--- src/rtl/aes_pkg.sv ---
// rtl/aes_pkg.sv - AES column/state types and ShiftRows permutation functions
// State layout is [column][row][bit], so column c occupies bits [32c+31:32c].
package aes_pkg;

  localparam int AES_NB     = 4;
  localparam int AES_BYTE_W = 8;

  typedef logic [AES_NB*AES_BYTE_W-1:0] aes_col_t;
  typedef logic [AES_NB-1:0][AES_NB-1:0][AES_BYTE_W-1:0] aes_state_t;

  function automatic aes_state_t shift_rows(input aes_state_t s);
    aes_state_t o;
    for (int c = 0; c < AES_NB; c++) begin
      for (int r = 0; r < AES_NB; r++) begin
        o[c][r] = s[2'(c + r)][r];
      end
    end
    return o;
  endfunction

  // The 2-bit cast wraps a negative difference, giving (c - r) mod 4.
  function automatic aes_state_t inv_shift_rows(input aes_state_t s);
    aes_state_t o;
    for (int c = 0; c < AES_NB; c++) begin
      for (int r = 0; r < AES_NB; r++) begin
        o[c][r] = s[2'(c - r)][r];
      end
    end
    return o;
  endfunction

endpackage

--- src/rtl/aes_shift_rows_collector_if.sv ---
// rtl/aes_shift_rows_collector_if.sv - column input and shifted-state output handshakes
// The collector uses the slave modport; the column source / state sink uses master.
interface aes_shift_rows_collector_if;
  import aes_pkg::*;

  logic         col_valid;
  logic         col_ready;
  aes_col_t     col_data;
  logic         out_valid;
  logic         out_ready;
  logic [127:0] out_state;

  modport master (
    output col_valid, col_data, out_ready,
    input  col_ready, out_valid, out_state
  );

  modport slave (
    input  col_valid, col_data, out_ready,
    output col_ready, out_valid, out_state
  );

endinterface

--- src/rtl/aes_shift_rows_perm.sv ---
// rtl/aes_shift_rows_perm.sv - combinational ShiftRows (dir_i=0) / InvShiftRows (dir_i=1)
// Kept standalone so the decrypt datapath can reuse it.
module aes_shift_rows_perm
  import aes_pkg::*;
(
  input  logic       dir_i,
  input  aes_state_t state_i,
  output aes_state_t state_o
);

  assign state_o = dir_i ? inv_shift_rows(state_i) : shift_rows(state_i);

endmodule

--- src/rtl/aes_shift_rows_collector.sv ---
// rtl/aes_shift_rows_collector.sv - gathers four ByteSub columns and emits the ShiftRows state
// Optional AES_SR_INV_EN adds an inv port selecting InvShiftRows per state.
module aes_shift_rows_collector
  import aes_pkg::*;
#(
  parameter int BYTE_W = 8,
  parameter int NB     = 4
) (
  input  logic clk,
  input  logic rst_n,
  input  logic clr,
`ifdef AES_SR_INV_EN
  input  logic inv,
`endif
  aes_shift_rows_collector_if.slave bus
);

  if (BYTE_W != 8) begin : g_bad_byte_w
    $error("aes_shift_rows_collector: BYTE_W must be 8");
  end
  if (NB != 4) begin : g_bad_nb
    $error("aes_shift_rows_collector: NB must be 4");
  end

  logic [1:0] col_cnt_q, col_cnt_d;
  aes_col_t   buf_q [3];
  aes_col_t   buf_d [3];
  logic       out_valid_q, out_valid_d;
  aes_state_t out_state_q, out_state_d;
  logic       inv_q, inv_d;

  logic       col_xfer, out_xfer, load;
  aes_state_t perm_in, perm_out;

  // Last column may only enter when the output register is free or draining now.
  assign bus.col_ready = !clr && ((col_cnt_q != 2'd3) || !out_valid_q || bus.out_ready);
  assign col_xfer      = bus.col_valid && bus.col_ready;
  assign out_xfer      = out_valid_q && bus.out_ready;
  assign load          = col_xfer && (col_cnt_q == 2'd3);

  assign perm_in = {bus.col_data, buf_q[2], buf_q[1], buf_q[0]};

  aes_shift_rows_perm u_perm (
    .dir_i  (inv_q),
    .state_i(perm_in),
    .state_o(perm_out)
  );

  assign bus.out_valid = out_valid_q;
  assign bus.out_state = out_state_q;

  always_comb begin
    col_cnt_d   = col_cnt_q;
    buf_d       = buf_q;
    out_valid_d = out_valid_q;
    out_state_d = out_state_q;
    inv_d       = inv_q;
    if (clr) begin
      col_cnt_d   = 2'd0;
      out_valid_d = 1'b0;
      inv_d       = 1'b0;
    end else begin
      if (out_xfer) out_valid_d = 1'b0;
      if (col_xfer) begin
        col_cnt_d = col_cnt_q + 2'd1;
        case (col_cnt_q)
          2'd0: buf_d[0] = bus.col_data;
          2'd1: buf_d[1] = bus.col_data;
          2'd2: buf_d[2] = bus.col_data;
          default: ;
        endcase
`ifdef AES_SR_INV_EN
        if (col_cnt_q == 2'd0) inv_d = inv;
`endif
      end
      if (load) begin
        out_valid_d = 1'b1;
        out_state_d = perm_out;
      end
    end
  end

  always_ff @(posedge clk or negedge rst_n) begin
    if (!rst_n) begin
      col_cnt_q   <= 2'd0;
      out_valid_q <= 1'b0;
      out_state_q <= '0;
      inv_q       <= 1'b0;
      for (int i = 0; i < 3; i++) buf_q[i] <= '0;
    end else begin
      col_cnt_q   <= col_cnt_d;
      out_valid_q <= out_valid_d;
      out_state_q <= out_state_d;
      inv_q       <= inv_d;
      for (int i = 0; i < 3; i++) buf_q[i] <= buf_d[i];
    end
  end

endmodule

--- src/flat_wrapper.sv ---
// flat-port wrapper written by rule: the top's interface ports become plain ports
module aes_shift_rows_collector_flat import aes_pkg::*;
#(
  parameter int BYTE_W = 8,
  parameter int NB     = 4
)
  (clk, rst_n, clr, bus_col_valid, bus_col_data, bus_out_ready, bus_col_ready, bus_out_valid, bus_out_state);
  aes_shift_rows_collector_if bus_i ();
  input  logic clk;
  input  logic rst_n;
  input  logic clr;
  input wire logic [$bits(bus_i.col_valid)-1:0] bus_col_valid;
  input wire logic [$bits(bus_i.col_data)-1:0] bus_col_data;
  input wire logic [$bits(bus_i.out_ready)-1:0] bus_out_ready;
  output wire logic [$bits(bus_i.col_ready)-1:0] bus_col_ready;
  output wire logic [$bits(bus_i.out_valid)-1:0] bus_out_valid;
  output wire logic [$bits(bus_i.out_state)-1:0] bus_out_state;
  assign bus_i.col_valid = bus_col_valid;
  assign bus_i.col_data = bus_col_data;
  assign bus_i.out_ready = bus_out_ready;
  assign bus_col_ready = bus_i.col_ready;
  assign bus_out_valid = bus_i.out_valid;
  assign bus_out_state = bus_i.out_state;
  aes_shift_rows_collector #(.BYTE_W(BYTE_W), .NB(NB)) u_core (.clk(clk), .rst_n(rst_n), .clr(clr), .bus(bus_i));
endmodule
--- config.mk ---
export PLATFORM = sky130hd
export DESIGN_NAME = aes_shift_rows_collector_flat
export DESIGN_NICKNAME = d
export VERILOG_FILES = /design/src/rtl/aes_pkg.sv /design/src/rtl/aes_shift_rows_collector_if.sv /design/src/rtl/aes_shift_rows_perm.sv /design/src/rtl/aes_shift_rows_collector.sv /design/src/flat_wrapper.sv
export SDC_FILE = /design/constraint.sdc
export NUM_CORES = 1
export LEC_CHECK = 0
export CAP_MARGIN = 20
export CELL_PAD_IN_SITES_DETAIL_PLACEMENT = 1
export CELL_PAD_IN_SITES_GLOBAL_PLACEMENT = 2
export CORE_ASPECT_RATIO = 0.9
export CORE_UTILIZATION = 33
export DETAILED_ROUTE_END_ITERATION = 8
export GPL_ROUTABILITY_DRIVEN = 0
export HOLD_SLACK_MARGIN = 0.12
export PLACE_DENSITY = 0.9
export REMOVE_ABC_BUFFERS = 1
export SLEW_MARGIN = 40
export SYNTH_ARGS = -nofsm -noshare
export SYNTH_HDL_FRONTEND = slang
export SYNTH_SLANG_ARGS = --single-unit
--- constraint.sdc ---
create_clock -name clk -period 1.9 [get_ports clk]
set_input_delay 0.285 -clock clk [delete_from_list [all_inputs] [get_ports clk]]
set_output_delay 0.285 -clock clk [all_outputs]
set_load 0.05 [all_outputs]
==> key figures <==
Placed design
  • # port buffers: 102
  • DP HPWL: 8.16 mm
  • Number of cells after detailed placement: 696

GRT
  • Via count of the first global-routing pass: 3438
  • First-pass GRT wire length: 19.1 mm
  • Gr ovfl total: 0
  • Initial antenna violation count: 0
  • Largest net degree at the start of global routing: 48
  • GRT Total Usage: 13.9%

Power
  • Power Density: 1300 nW/um^2
  • Worst VDD drop: 607 uV
  • Power Total: about 10 mW
  • Static leakage: between 4 and 5 nW

Run status
  • Status: finished clean

Logic synthesis
  • Multiplexer share of the synthesized area: 31.1%
  • Syn_area_per_cell: 16.6 sq um
  • Synth Area in Simple Gates: 1.49%
  • Synth Area in XOR/XNOR: 0%
  • Netlist cell types: 21
  • Share of the synthesized area in the top cell type: 55.1%
  • Largest family of logic cells by synthesized area: multiplexers
  • Synth Area in Compound Gates: 0.294%
  • Adder-Cell Fraction of Synth Area: 0.631%
  • #FFs+latches synth: 131
  • Synth area leader: dfrtp_1
  • Mapped Cells: between 300 and 400
  • Top post-synthesis cells by area: dfrtp_1 55%, mux2_4 28%, buf_4 8.1%
  • Synthesized area: 5950 sq um
  • Warnings, synthesis: 0
  • Sequential share of the synthesized area: 55.1%

Floorplan
  • Initial core utilization: 33.8%
  • Die Wd: 144 um
  • Core Box Area: roughly 18000 sq um
  • Die ar.: 18600 sq um
  • Number of cell rows: 46
  • Ports: about 170
  • DIE HEIGHT: 129 um

Worst setup path
  • CP Buf/Inv Count: 1
  • Worst-path maximum fanout: 2
  • CP Data Arrival Time: 1570 ps
  • Top delay family on crit path: buffers and inverters
  • Slowest stage cell, crit path: clkdlybuf4s50_1
  • Worst-path cell chain: clkdlybuf4s50_1
  • Setup crit start kind: flip-flop
  • Critical Path Max Stage Delay: 810 ps
  • Crit path kind: flip-flop to primary output
  • Crit end category: primary output
  • Critical path required time: 1620 ps

STA
  • RSZ-0062 raised after global routing: false
  • Max-slew headroom: 63.8%
  • Layout Skew: 7.11 ps
  • Period utilisation layout: 97.6%
  • Max Freq: between 500 and 600 MHz
  • Final hold vios: 0
  • Setup violators final: 0
  • Minimum clock period: 1850 ps
  • Worst Tran Pin Value: 542 ps
  • Fin. max-slew vios: 0

Routing
  • Drt first pass iters: 3
  • Routed vias/inst: 4.09
  • Total number of vias: 2977
  • DR WL/cell: 16.5 um
  • Final ANT Viol Nets: 0
  • DRC Markers: 0
  • Routed WL: about 12 mm
  • Detailed Route Iter0 Violations: 38

Final layout
  • Ratio of cells with drive above 1 in the final layout: 36.5%
  • Non-filler cells in the finished layout: 728
  • Layout net count: between 500 and 600
  • Commonest non-fill, non-tap cell in the layout: dfrtp_1
  • Area of the multi-input gates: 2260 sq um
  • Sequential cell area: 3280 sq um
  • Most frequent cells in the layout: 131 x dfrtp_1, 109 x mux2_4, 64 x conb_1
  • Inserted Diodes: 0
  • P&R area growth vs syn: 30.3%
  • Fillers: approximately 1800

Flow run
  • Maxcap violations: 0

Hold path
  • Tightest Hold Check Type: input port to asynchronous set/reset pin

CTS
  • Clock buffer depth: 2
  • CTS tree: done
  • CTS buffer count: 17
  • CTS clock-pin slew for the worst setup and hold paths: 60 ps
  • CTS H-tree depth: 4
  • Sink Count: 131
  • Root Buffer: clkbuf_16
  • Clk_lat worst skew: between 400 and 500 ps
synthesized netlist by cell type:
cell type	instances
buf_4	64
and3_1	2
nand3b_4	1
ha_1	3
nor2b_2	1
buf_2	1
buf_8	6
conb_1	1
inv_1	2
nor2b_1	1
o21ai_0	2
mux2_2	19
o31ai_1	1
nand3_1	2
nor2_1	1
dfrtp_1	131
nand2b_1	2
buf_6	8
and2_1	1
nand4b_1	1
mux2_4	109
state kept, by name (all words and copies together) (netlist names):
register              flops
u_core.buf_q             64
u_core.bus.out_state     64
u_core.col_cnt_q          2
u_core.bus.out_valid      1
where the power goes:
group          internal, mW  switching, mW  leakage, nW  total, mW
sequential             3.41          0.399         1.67       3.81
combinational          1.22           1.58         2.37       2.80
clock                  2.29           1.18        0.292       3.47
total                  6.92           3.16         4.34       10.1
stage by stage:
stage	worst slack, ps	TNS [ps]	util [%]	cell area, sq um	hold slack (ps)
finish	45.2	0	44.0	7750	375
global route	0.257	0	44.0	7750	410
CTS	0.538	0	43.5	7670	381
detailed placement	-145	-6670	40.0	7050	250
global placement	-80.7	-2370	40.0	7050	239
floorplan	-2080	-170800	-	5520	-10.6
timing repair:
item,CTS,global route
buffers inserted,0,0
gates resized for setup,19,32
hold endpoints to repair,45,0
hold buffers,1,0
setup endpoints to repair,18,32
area by class of cell:
cell class | count | share of cell area (%)
inverter | 2 | 0.0969
tap | 240 | 3.87
clock buffer | 23 | 6.17
sequential | 131 | 42.3
clock inverter | 8 | 1.94
multi-input combinational | 210 | 29.2
timing repair buffer | 114 | 16.5
routing by layer:
layer	GRT usage (%)	up-vias	share of wire, %
met5	0	-	0
li1	-	1326	-
met4	5.32	0	1.3
met3	4.62	17	6.3
met2	23.6	104	52
met1	16.3	1530	41
cells by family (layout without fill, tap and decap cells):
family / Yosys count / after routing
multiplexers: 128 / 128
flip-flops: 131 / 131
AND/OR/NAND/NOR: 12 / 12
AO/OA/AOI/OAI: 3 / 3
buffers and inverters: 81 / 147
other: 1 / 64
adder cells (fa/ha/maj): 3 / 3
worst paths after layout:
path | startpoint | end | slack, ps | cells after the start
min in group clk | u_core.bus.out_state[119] | u_core.bus.out_state[119] | 510 | 1
worst min register to register | u_core.bus.out_state[119] | u_core.bus.out_state[119] | 510 | 1
worst min-delay path | rst_n | u_core.bus.out_state[109] | 380 | 2
worst max register to register | u_core.col_cnt_q[0] | u_core.buf_q[95] | 200 | 5
worst max-delay path | u_core.bus.out_state[81] | bus_out_state[81] | 50 | 1
max in group asynchronous | rst_n | u_core.buf_q[48] | 900 | 3
Note: power is estimated with default switching activity, not from simulation.
